File: src/rtl/cdb_broadcast.sv
// Common data bus arbiter: merges ALU and load-unit results into a FIFO and
// broadcasts one {tag,value} per cycle from registered outputs.
module cdb_broadcast #(
  parameter int DEPTH = 4,
  parameter int W     = 32
) (
  input  logic                       clk,
  input  logic                       rst,
  input  logic                       flush,
  input  logic                       alu_valid,
  input  logic [4:0]                 alu_tag,
  input  logic [W-1:0]               alu_value,
  output logic                       alu_ready,
  input  logic                       mem_valid,
  input  logic [4:0]                 mem_tag,
  input  logic [W-1:0]               mem_value,
  output logic                       mem_ready,
  output logic                       cdb_valid,
  output logic [4:0]                 cdb_tag,
  output logic [W-1:0]               cdb_value,
  output logic [$clog2(DEPTH):0]     level,
  output logic                       tag_err
);

  localparam int AW = $clog2(DEPTH);
  localparam logic [AW:0] CNT_ZERO = {(AW+1){1'b0}};
  localparam logic [AW:0] CNT_M1   = (AW+1)'(DEPTH - 1);
  localparam logic [AW:0] CNT_M2   = (AW+1)'(DEPTH - 2);

  logic [4:0]    tag_mem_r [DEPTH];
  logic [W-1:0]  val_mem_r [DEPTH];
  logic [AW-1:0] wr_ptr_r;
  logic [AW-1:0] rd_ptr_r;
  logic [AW:0]   count_r;
  logic          cdb_valid_r;
  logic [4:0]    cdb_tag_r;
  logic [W-1:0]  cdb_value_r;
  logic          tag_err_r;

  logic          alu_push_s;
  logic          mem_push_s;
  logic          alu_bad_s;
  logic          mem_bad_s;
  logic          pop_s;
  logic [AW-1:0] mem_wr_ptr_s;
  logic [AW-1:0] wr_ptr_next_s;
  logic [AW:0]   count_next_s;

  // Readiness from the registered count only; the ALU has priority on the last slot
  always_comb begin
    alu_ready = 1'b0;
    mem_ready = 1'b0;
    if (flush) begin
      alu_ready = 1'b0;
      mem_ready = 1'b0;
    end else begin
      alu_ready = (count_r <= CNT_M1);
      mem_ready = (count_r <= CNT_M2) || ((count_r == CNT_M1) && !alu_valid);
    end
  end

  // Push/pop decode; tag-0 results are accepted but dropped
  always_comb begin
    alu_push_s    = alu_valid && alu_ready && (alu_tag != 5'd0);
    mem_push_s    = mem_valid && mem_ready && (mem_tag != 5'd0);
    alu_bad_s     = alu_valid && alu_ready && (alu_tag == 5'd0);
    mem_bad_s     = mem_valid && mem_ready && (mem_tag == 5'd0);
    pop_s         = (count_r != CNT_ZERO) && !flush;
    mem_wr_ptr_s  = wr_ptr_r + AW'(alu_push_s);
    wr_ptr_next_s = wr_ptr_r + AW'(alu_push_s) + AW'(mem_push_s);
    count_next_s  = count_r + (AW+1)'(alu_push_s) + (AW+1)'(mem_push_s)
                    - (AW+1)'(pop_s);
  end

  // Queue storage: ALU entry lands first, load entry in the following slot
  always_ff @(posedge clk) begin
    if (alu_push_s) begin
      tag_mem_r[wr_ptr_r] <= alu_tag;
      val_mem_r[wr_ptr_r] <= alu_value;
    end
    if (mem_push_s) begin
      tag_mem_r[mem_wr_ptr_s] <= mem_tag;
      val_mem_r[mem_wr_ptr_s] <= mem_value;
    end
  end

  // Pointers, occupancy, broadcast register and sticky tag error
  always_ff @(posedge clk or negedge rst) begin
    if (!rst) begin
      wr_ptr_r    <= {AW{1'b0}};
      rd_ptr_r    <= {AW{1'b0}};
      count_r     <= CNT_ZERO;
      cdb_valid_r <= 1'b0;
      cdb_tag_r   <= 5'd0;
      cdb_value_r <= {W{1'b0}};
      tag_err_r   <= 1'b0;
    end else if (flush) begin
      wr_ptr_r    <= {AW{1'b0}};
      rd_ptr_r    <= {AW{1'b0}};
      count_r     <= CNT_ZERO;
      cdb_valid_r <= 1'b0;
      cdb_tag_r   <= 5'd0;
      cdb_value_r <= {W{1'b0}};
    end else begin
      wr_ptr_r <= wr_ptr_next_s;
      count_r  <= count_next_s;
      if (pop_s) begin
        rd_ptr_r    <= rd_ptr_r + {{(AW-1){1'b0}}, 1'b1};
        cdb_valid_r <= 1'b1;
        cdb_tag_r   <= tag_mem_r[rd_ptr_r];
        cdb_value_r <= val_mem_r[rd_ptr_r];
      end else begin
        cdb_valid_r <= 1'b0;
        cdb_tag_r   <= 5'd0;
        cdb_value_r <= {W{1'b0}};
      end
      if (alu_bad_s || mem_bad_s) begin
        tag_err_r <= 1'b1;
      end
    end
  end

  assign cdb_valid = cdb_valid_r;
  assign cdb_tag   = cdb_tag_r;
  assign cdb_value = cdb_value_r;
  assign level     = count_r;
  assign tag_err   = tag_err_r;

endmodule

File: config.mk
export PLATFORM = sky130hd
export DESIGN_NAME = cdb_broadcast
export DESIGN_NICKNAME = d
export VERILOG_FILES = /design/src/rtl/cdb_broadcast.sv
export SDC_FILE = /design/constraint.sdc
export NUM_CORES = 1
export LEC_CHECK = 0
export ABC_CLOCK_PERIOD_IN_PS = 6350
export BUFFER_PORTS_ARGS = -buffer_cell sky130_fd_sc_hd__buf_2
export CORE_MARGIN = 2
export CORE_UTILIZATION = 62
export CTS_CLUSTER_DIAMETER = 60
export DETAILED_ROUTE_END_ITERATION = 6
export GPL_TIMING_DRIVEN = 0
export PLACE_DENSITY_LB_ADDON = 0.25
export RECOVER_POWER = 100
export SYNTH_ARGS = -nofsm -noshare
export SYNTH_HDL_FRONTEND = slang
export SYNTH_SLANG_ARGS = --single-unit
File: constraint.sdc
create_clock -name clk -period 6.35 [get_ports clk]
set_clock_uncertainty 0.15 [all_clocks]
set_input_delay 0.635 -clock clk [delete_from_list [all_inputs] [get_ports clk]]
set_output_delay 0.635 -clock clk [all_outputs]
set_load 0.01 [all_outputs]
==> results of run 1 <==
state kept, by name, summed over array words and instances, names as in the netlist:
signal     cells
cdb_tag        5
cdb_valid      1
cdb_value     32
level          3
rd_ptr_r       2
tag_err        1
tag_mem_r     20
val_mem_r    128
wr_ptr_r       2
power breakdown:
group	switching (W)	total (W)	leakage [nW]	internal [W]
registers	0.0000834	0.00173	1.96	0.00165
clock network	0.000453	0.00117	0.310	0.000718
logic	0.000613	0.00114	1.49	0.000523
total	0.00115	0.00404	3.76	0.00289
cell families (layout without fill, tap and decap cells):
kind of cell               after synthesis  count (layout)  synth area share, %
DFF                                    194             194                 60.3
xor gates and xnor gates                 4               4                0.458
buffers and inverters                   36             192                 2.52
and+or+nand+nor                         70              70                 4.79
adders and majority gates                7               7                 1.11
AOI/OAI and AO/OA                        8               8                0.849
muxes                                  185             185                 30.0
per-stage QoR:
stage	util (%)	setup WS (ns)	instances	area, sq um	total power (W)
global route	71.1	1.06	844	10400	0.00421
floorplan	-	2.47	504	9280	0.00261
detailed placement	69.7	1.76	812	10200	0.00301
global placement	69.4	1.38	810	10100	0.00296
CTS	74.1	2.02	844	10800	0.00418
finish	71.1	1.36	844	10400	0.00404
cell type report:
class / instances / area, sq um / share of cell area (%)
clock buffer: 22 / 464 / 4.48
timing repair buffer: 124 / 596 / 5.74
tap: 184 / 230 / 2.22
multi-input combinational: 274 / 3150 / 30.4
buffer: 29 / 125 / 1.21
inverter: 7 / 26.3 / 0.253
sequential: 194 / 5600 / 54.0
clock inverter: 10 / 180 / 1.74
per-layer routing:
metal	up-vias	share of wire, %	GRT usage, %	wire, um
met1	2708	40	33.0	8070
met2	198	52	45.2	10400
met3	40	6.4	5.06	1290
met4	2	1.9	8.40	373
met5	-	0.065	0	13
li1	2242	-	-	-
worst max-delay path: cells and delay by family (launching register included):
kind	cells	cell delay [ns]
buf+inv	5	1.84
xor+xnor	1	0.34
compound gates	2	0.60
fa+ha+maj	2	0.36
simple gates	4	0.91
flops	1	0.45
final timing paths:
| check | start | endpoint | slack [ns] | cells past startpoint |
|---|---|---|---|---|
| max in group asynchronous | rst | cdb_value[27]$_DFF_PN0_ | 3.39 | 1 |
| worst min-delay path | mem_valid | tag_err$_DFFE_PN0P_ | 0.31 | 2 |
| worst min register to register | tag_err$_DFFE_PN0P_ | tag_err$_DFFE_PN0P_ | 0.33 | 1 |
| worst max register to register | level[2]$_DFF_PN0_ | val_mem_r[2][8]$_DFFE_PP_ | 1.36 | 14 |
| min in group asynchronous | rst | cdb_value[11]$_DFF_PN0_ | 1.01 | 1 |
| worst max-delay path | level[2]$_DFF_PN0_ | val_mem_r[2][8]$_DFFE_PP_ | 1.36 | 14 |
cells in the final DEF, fill, tap and decap left out, types with 8 or more instances in the layout:
cell type	netlist	routed
edfxtp_1	148	148
buf_2	7	79
clkbuf_1	7	72
mux2_2	72	72
mux2_1	0	68
dfrtp_1	46	46
mux4_2	37	37
and2_0	0	21
clkbuf_16	0	17
and2_1	37	16
nor2_1	11	11
mux2_4	76	8
==> results.py, run 1 <==
metrics = {
    "die": {
        "num_rows": 44,
        "die_area_sq_um": 16000,
        "dieHeight_um": 126,
        "ios": 123,
        "core_sq_um": 14600,
        "start_util_pct": 63.6,
        "fp.dieW_um": 126,
    },
    "synth": {
        "synthCells": 504,
        "yosys.area.top_type": "edfxtp_1",
        "ys_top_cells_by_area": "edfxtp_1 48%, dfrtp_1 12%, mux2_4 12%",
        "synthDistinctLibCells": 33,
        "synth_top_area_share_pct": 47.9,
        "seq_area_frac_synth_pct": 60.3,
        "ys.flop_type": "edfxtp_1",
        "syn_area_sq_um": 9280,
        "synth_common_cells": "148 x edfxtp_1, 76 x mux2_4, 72 x mux2_2",
        "ys_ff_latch": 194,
        "async_flop_share_pct": 23.7,
        "yosysWarnings": 0,
        "synth.most_common_cell": "edfxtp_1",
        "synth_fp_nets": 590,
        "synth_edf_count": 148,
        "avgSynthCellArea_sq_um": 18.4,
    },
    "critical_path": {
        "worst-path-max-fanout": 30,
        "crit_arrival_ns": 4.96,
        "crit_type": "reg -> reg",
        "cp_slowest_cell": "clkbuf_1",
        "end_kind": "flop",
        "cp_cell_sequence": "inv_1 -> ha_1 -> nand2_1 -> o211ai_1 -> or2_2 -> inv_1 -> ha_1 -> xor2_1 -> nand2_1 -> nor4_1 -> clkbuf_1 -> clkbuf_1 -> a21o_1 -> buf_12",
        "cp_data_required_time_ns": 6.32,
        "critPathMaxStageDelay_ns": 0.71,
        "worstSetupStartpointType": "flop",
    },
    "cts": {
        "cts_buffer_depth": 2,
        "cts_tree": "yes",
        "cts_max_level": 4,
        "postCtsHoldBufs": 0,
        "clk-insertion-delay-late_ns": 0.43,
        "numClockSinks": 194,
        "cts_resized": 0,
        "clkTransAtPathRegs_ns": 0.07,
        "cts_buffers": 17,
        "post_cts_buffers": 0,
        "cts_root_buf": "clkbuf_16",
    },
    "timing": {
        "setup_viol": 0,
        "finalHoldViolCount": 0,
        "fin_crit_ns": 4.99,
        "timing.hold.ws_ns": 0.312,
        "worstMarginPinSlew_ns": 2.94,
        "min_period_over_period_pct": 78.6,
        "setup-tns-final_ns": 0,
        "rsz0062_at_grt": "no",
        "relSlewSlack_pct": -96.1,
        "fmax_mhz": 200,
        "drv_slew": 47,
    },
    "routing": {
        "firstDrtPassIters": 5,
        "via_per_inst": 6.15,
        "drtIter0Drc": 422,
        "route.final.wire_length_um": 20100,
        "wl_per_cell_um": 23.8,
        "drc": 0,
        "detail-route-antenna-nets": 0,
        "vias": 5190,
    },
    "placement": {
        "io_buffers": 122,
        "place_congestion": 0.799,
        "hpwl_um": 12200,
    },
    "final_layout": {
        "syn_to_final_growth_pct": 11.7,
        "antenna_cells": 0,
        "fin_nets": 733,
        "n_fill_cell": 994,
        "drive_gt1_share_pct": 35.5,
    },
    "status": {
        "status": "complete, but fails checks",
        "violations": "capacitance limit, slew limit",
    },
    "global_route": {
        "grt_pass1_vias": 5531,
        "grt_max_degree": 47,
        "antenna_found_initial": 1,
        "grt_pass1_wl_um": 30600,
        "grt_use_total_pct": 25.9,
        "gr-total-overflow": 0,
    },
    "hold_path": {
        "hp-class": "in -> reg",
    },
    "power": {
        "power_density_nw_per_um2": 390,
        "leakagePower_nw": 3.76,
        "vdd_ir_drop_max_v": 0.000250,
    },
    "flow_run": {
        "cap_violations": 1,
    },
}
Power figures use the tool's default switching activity.
==> run 2: changes to the inputs <==
ABC_AREA = 1   (was unset)
ABC_CLOCK_PERIOD_IN_PS = 4700   (was 6350)
CORE_UTILIZATION = 58   (was 62)
clock period = 4.7 ns   (was 6.35 ns; I/O delays follow)
==> run 2 against run 1 <==
Against the previous run: the flow still finishes with violations (capacitance limit, slew limit); highest routed layer is now met4; clock power rose by 22%; largest cell class unchanged; flip-flop and latch count did not move; synthesized cell count is 110% higher; maximum frequency rose by 28%; setup slack got worse by 0.56 ns; power grew 42%; sequential power rose by 33%; routed wire length grew 35%; first-iteration DRC count grew to 3.0 times the previous value; sequential share of layout area down 3.0 points; die area rose by 8.9%; non-clock buffer count rose by 48.
==> results.py, run 2 <==
metrics = {
    "status": {
        "status": "complete, but fails checks",
        "violations": "capacitance limit, slew limit",
    },
    "cts": {
        "cts_resized": 0,
        "post_cts_buffers": 0,
        "cts_buffers": 17,
        "postCtsHoldBufs": 0,
        "clk-insertion-delay-late_ns": 0.44,
        "numClockSinks": 194,
        "clkTransAtPathRegs_ns": 0.07,
        "cts_buffer_depth": 2,
        "cts_tree": "yes",
        "cts_root_buf": "clkbuf_16",
        "cts_max_level": 4,
    },
    "placement": {
        "hpwl_um": 17800,
        "placed_area_sq_um": 10500,
        "io_buffers": 122,
        "place_congestion": 0.864,
    },
    "synth": {
        "async_flop_share_pct": 23.7,
        "yosys.area_share.simple_pct": 27.6,
        "avgSynthCellArea_sq_um": 8.95,
        "synth_top_family_by_area": "simple AND/OR/NAND/NOR gates",
        "ys_ff_latch": 194,
        "synthCells": 1059,
        "seq_area_frac_synth_pct": 59.0,
        "synth_xor_area_share_pct": 0,
        "ys_top_cells_by_area": "edfxtp_1 47%, nand2_1 12%, dfrtp_1 12%",
        "synth.most_common_cell": "nand2_1",
        "synth_compound_area_share_pct": 6.51,
        "syn_area_sq_um": 9480,
        "synthDistinctLibCells": 23,
        "synth_top_area_share_pct": 46.9,
        "synth_common_cells": "315 x nand2_1, 162 x nor2_1, 152 x nand3_1",
        "yosysWarnings": 0,
        "synthMuxAreaShare_pct": 0,
        "synth_fp_nets": 1145,
        "ys.flop_type": "edfxtp_1",
        "yosys.area.top_type": "edfxtp_1",
        "synth_fa_ha_area_share_pct": 1.08,
        "synth_edf_count": 148,
    },
    "final_layout": {
        "drive_gt1_share_pct": 13.2,
        "layout_common_cells": "315 x nand2_1, 162 x nor2_1, 152 x nand3_1",
        "register_area_sq_um": 5600,
        "syn_to_final_growth_pct": 15.7,
        "largest_reg_flops": 128,
        "multi_input_area_sq_um": 3340,
        "final_cell_area_sq_um": 11000,
        "final_common_cell": "nand2_1",
        "top_register": "val_mem_r",
        "fin_nets": 1290,
        "post-route-util_pct": 68.8,
        "n_fill_cell": 1254,
    },
    "power": {
        "p_seq_share_pct": 40.1,
        "leakagePower_nw": 4.80,
        "internal-power_w": 0.00354,
        "power_switching_share_pct": 38.3,
        "power_density_nw_per_um2": 523,
        "power.total_w": 0.00574,
        "vdd_ir_drop_max_v": 0.000334,
        "p_sw_w": 0.00220,
        "combPwrFrac_pct": 35.0,
        "clockPowerShare_pct": 24.9,
    },
    "routing": {
        "route.final.wire_length_um": 27100,
        "wl_per_cell_um": 18.9,
        "detail-route-antenna-nets": 0,
        "vias": 8381,
        "drc": 0,
        "firstDrtPassIters": 6,
        "drtIter0Drc": 1253,
        "via_per_inst": 5.84,
    },
    "critical_path": {
        "worst-path-max-fanout": 21,
        "crit_arrival_ns": 3.94,
        "crit_type": "reg -> reg",
        "end_kind": "flop",
        "worstSetupStartpointType": "flop",
        "cp_data_required_time_ns": 4.73,
    },
    "flow_run": {
        "cap_violations": 1,
    },
    "global_route": {
        "grt_use_met3_pct": 4.19,
        "antenna_found_initial": 2,
        "grt_max_degree": 47,
        "grt_pass1_vias": 7954,
        "use_met2_pct": 51.9,
        "gr-total-overflow": 0,
        "grt_pass1_wl_um": 41600,
        "grt_use_total_pct": 31.2,
        "top_usage_layer": "met2",
        "grt_util_met1_pct": 40.4,
    },
    "die": {
        "die_area_sq_um": 17400,
        "num_rows": 46,
        "fp.dieW_um": 132,
        "start_util_pct": 59.5,
        "core_sq_um": 15900,
        "ios": 123,
        "dieHeight_um": 132,
    },
    "timing": {
        "min_period_over_period_pct": 83.0,
        "rsz0062_at_grt": "no",
        "fmax_mhz": 256,
        "drv_slew": 47,
        "setup-tns-final_ns": 0,
        "relSlewSlack_pct": -87.5,
        "worstMarginPinSlew_ns": 2.81,
        "fin_crit_ns": 3.90,
        "setup_viol": 0,
        "finalHoldViolCount": 0,
    },
    "hold_path": {
        "hp-class": "in -> reg",
    },
}
==> run 2: area by class of cell <==
class / instances / share of cell area (%)
Antenna cell: 2 / 0.0456
Buffer: 75 / 3.92
Clock buffer: 19 / 4.13
Clock inverter: 13 / 1.15
Inverter: 23 / 0.787
Multi-Input combinational cell: 767 / 30.4
Sequential cell: 194 / 51.0
Tap cell: 216 / 2.46
Timing Repair Buffer: 126 / 6.07
==> run 2: critical path, cell delays in order (launching register included) <==
cell and delay (ns):
dfrtp_1 0.49, ha_1 0.20, nand3_1 0.07, nand3_1 0.10, nor2_1 0.06, nand2_1 0.21
inv_1 0.08, ha_1 0.21, inv_1 0.08, nand2_1 0.05, nand2_1 0.13, nor2_1 0.09
nand4_1 0.11, clkbuf_1 0.46, nand2_1 0.73, buf_16 0.42
==> run 2: power groups by stage <==
stage / Combinational, W / Clock, W / Sequential (W)
2_1_floorplan: 0.00116 / 0 / 0.00240
3_3_place_gp: 0.00192 / 0 / 0.00234
3_5_place_dp: 0.00202 / 0 / 0.00233
4_1_cts: 0.00203 / 0.00143 / 0.00229
5_1_grt: 0.00218 / 0.00150 / 0.00232
6_report: 0.00201 / 0.00143 / 0.00230
==> run 2: layer usage <==
layer	part of all wire, %	up-vias	wire length (um)
met3	11	105	3110
met4	3.8	0	1030
met2	49	605	13200
met1	36	3833	9800
met5	0	-	0
li1	-	3838	-
==> run 2: worst paths after layout <==
kind,from,to,slack [ns],cells after the start
max,level[1]$_DFF_PN0_,val_mem_r[1][15]$_DFFE_PP_,0.80,15
min,flush,level[0]$_DFF_PN0_,0.15,2
max reg2reg,level[1]$_DFF_PN0_,val_mem_r[1][15]$_DFFE_PP_,0.80,15
min reg2reg,tag_err$_DFFE_PN0P_,tag_err$_DFFE_PN0P_,0.37,2
max in group asynchronous,rst,cdb_value[22]$_DFF_PN0_,2.03,1
min in group asynchronous,rst,cdb_value[0]$_DFF_PN0_,0.79,1
==> run 2: per-stage QoR <==
| stage | hold slack (ns) | setup slack [ns] | cells |
|---|---|---|---|
| floorplan | 0.0244 | 0.339 | 1059 |
| CTS | 0.160 | 1.12 | 1433 |
| detailed placement | 0.335 | 1.10 | 1401 |
| finish | 0.149 | 0.797 | 1435 |
| global route | 0.172 | 0.538 | 1435 |
| global placement | 0.333 | -1.65 | 1397 |
==> run 2: cell families after synthesis <==
kind of cell / Yosys count
AND/OR/NAND/NOR: 638
flip-flops: 194
AO/OA/AOI/OAI: 122
buffers and inverters: 98
adder cells (fa/ha/maj): 7
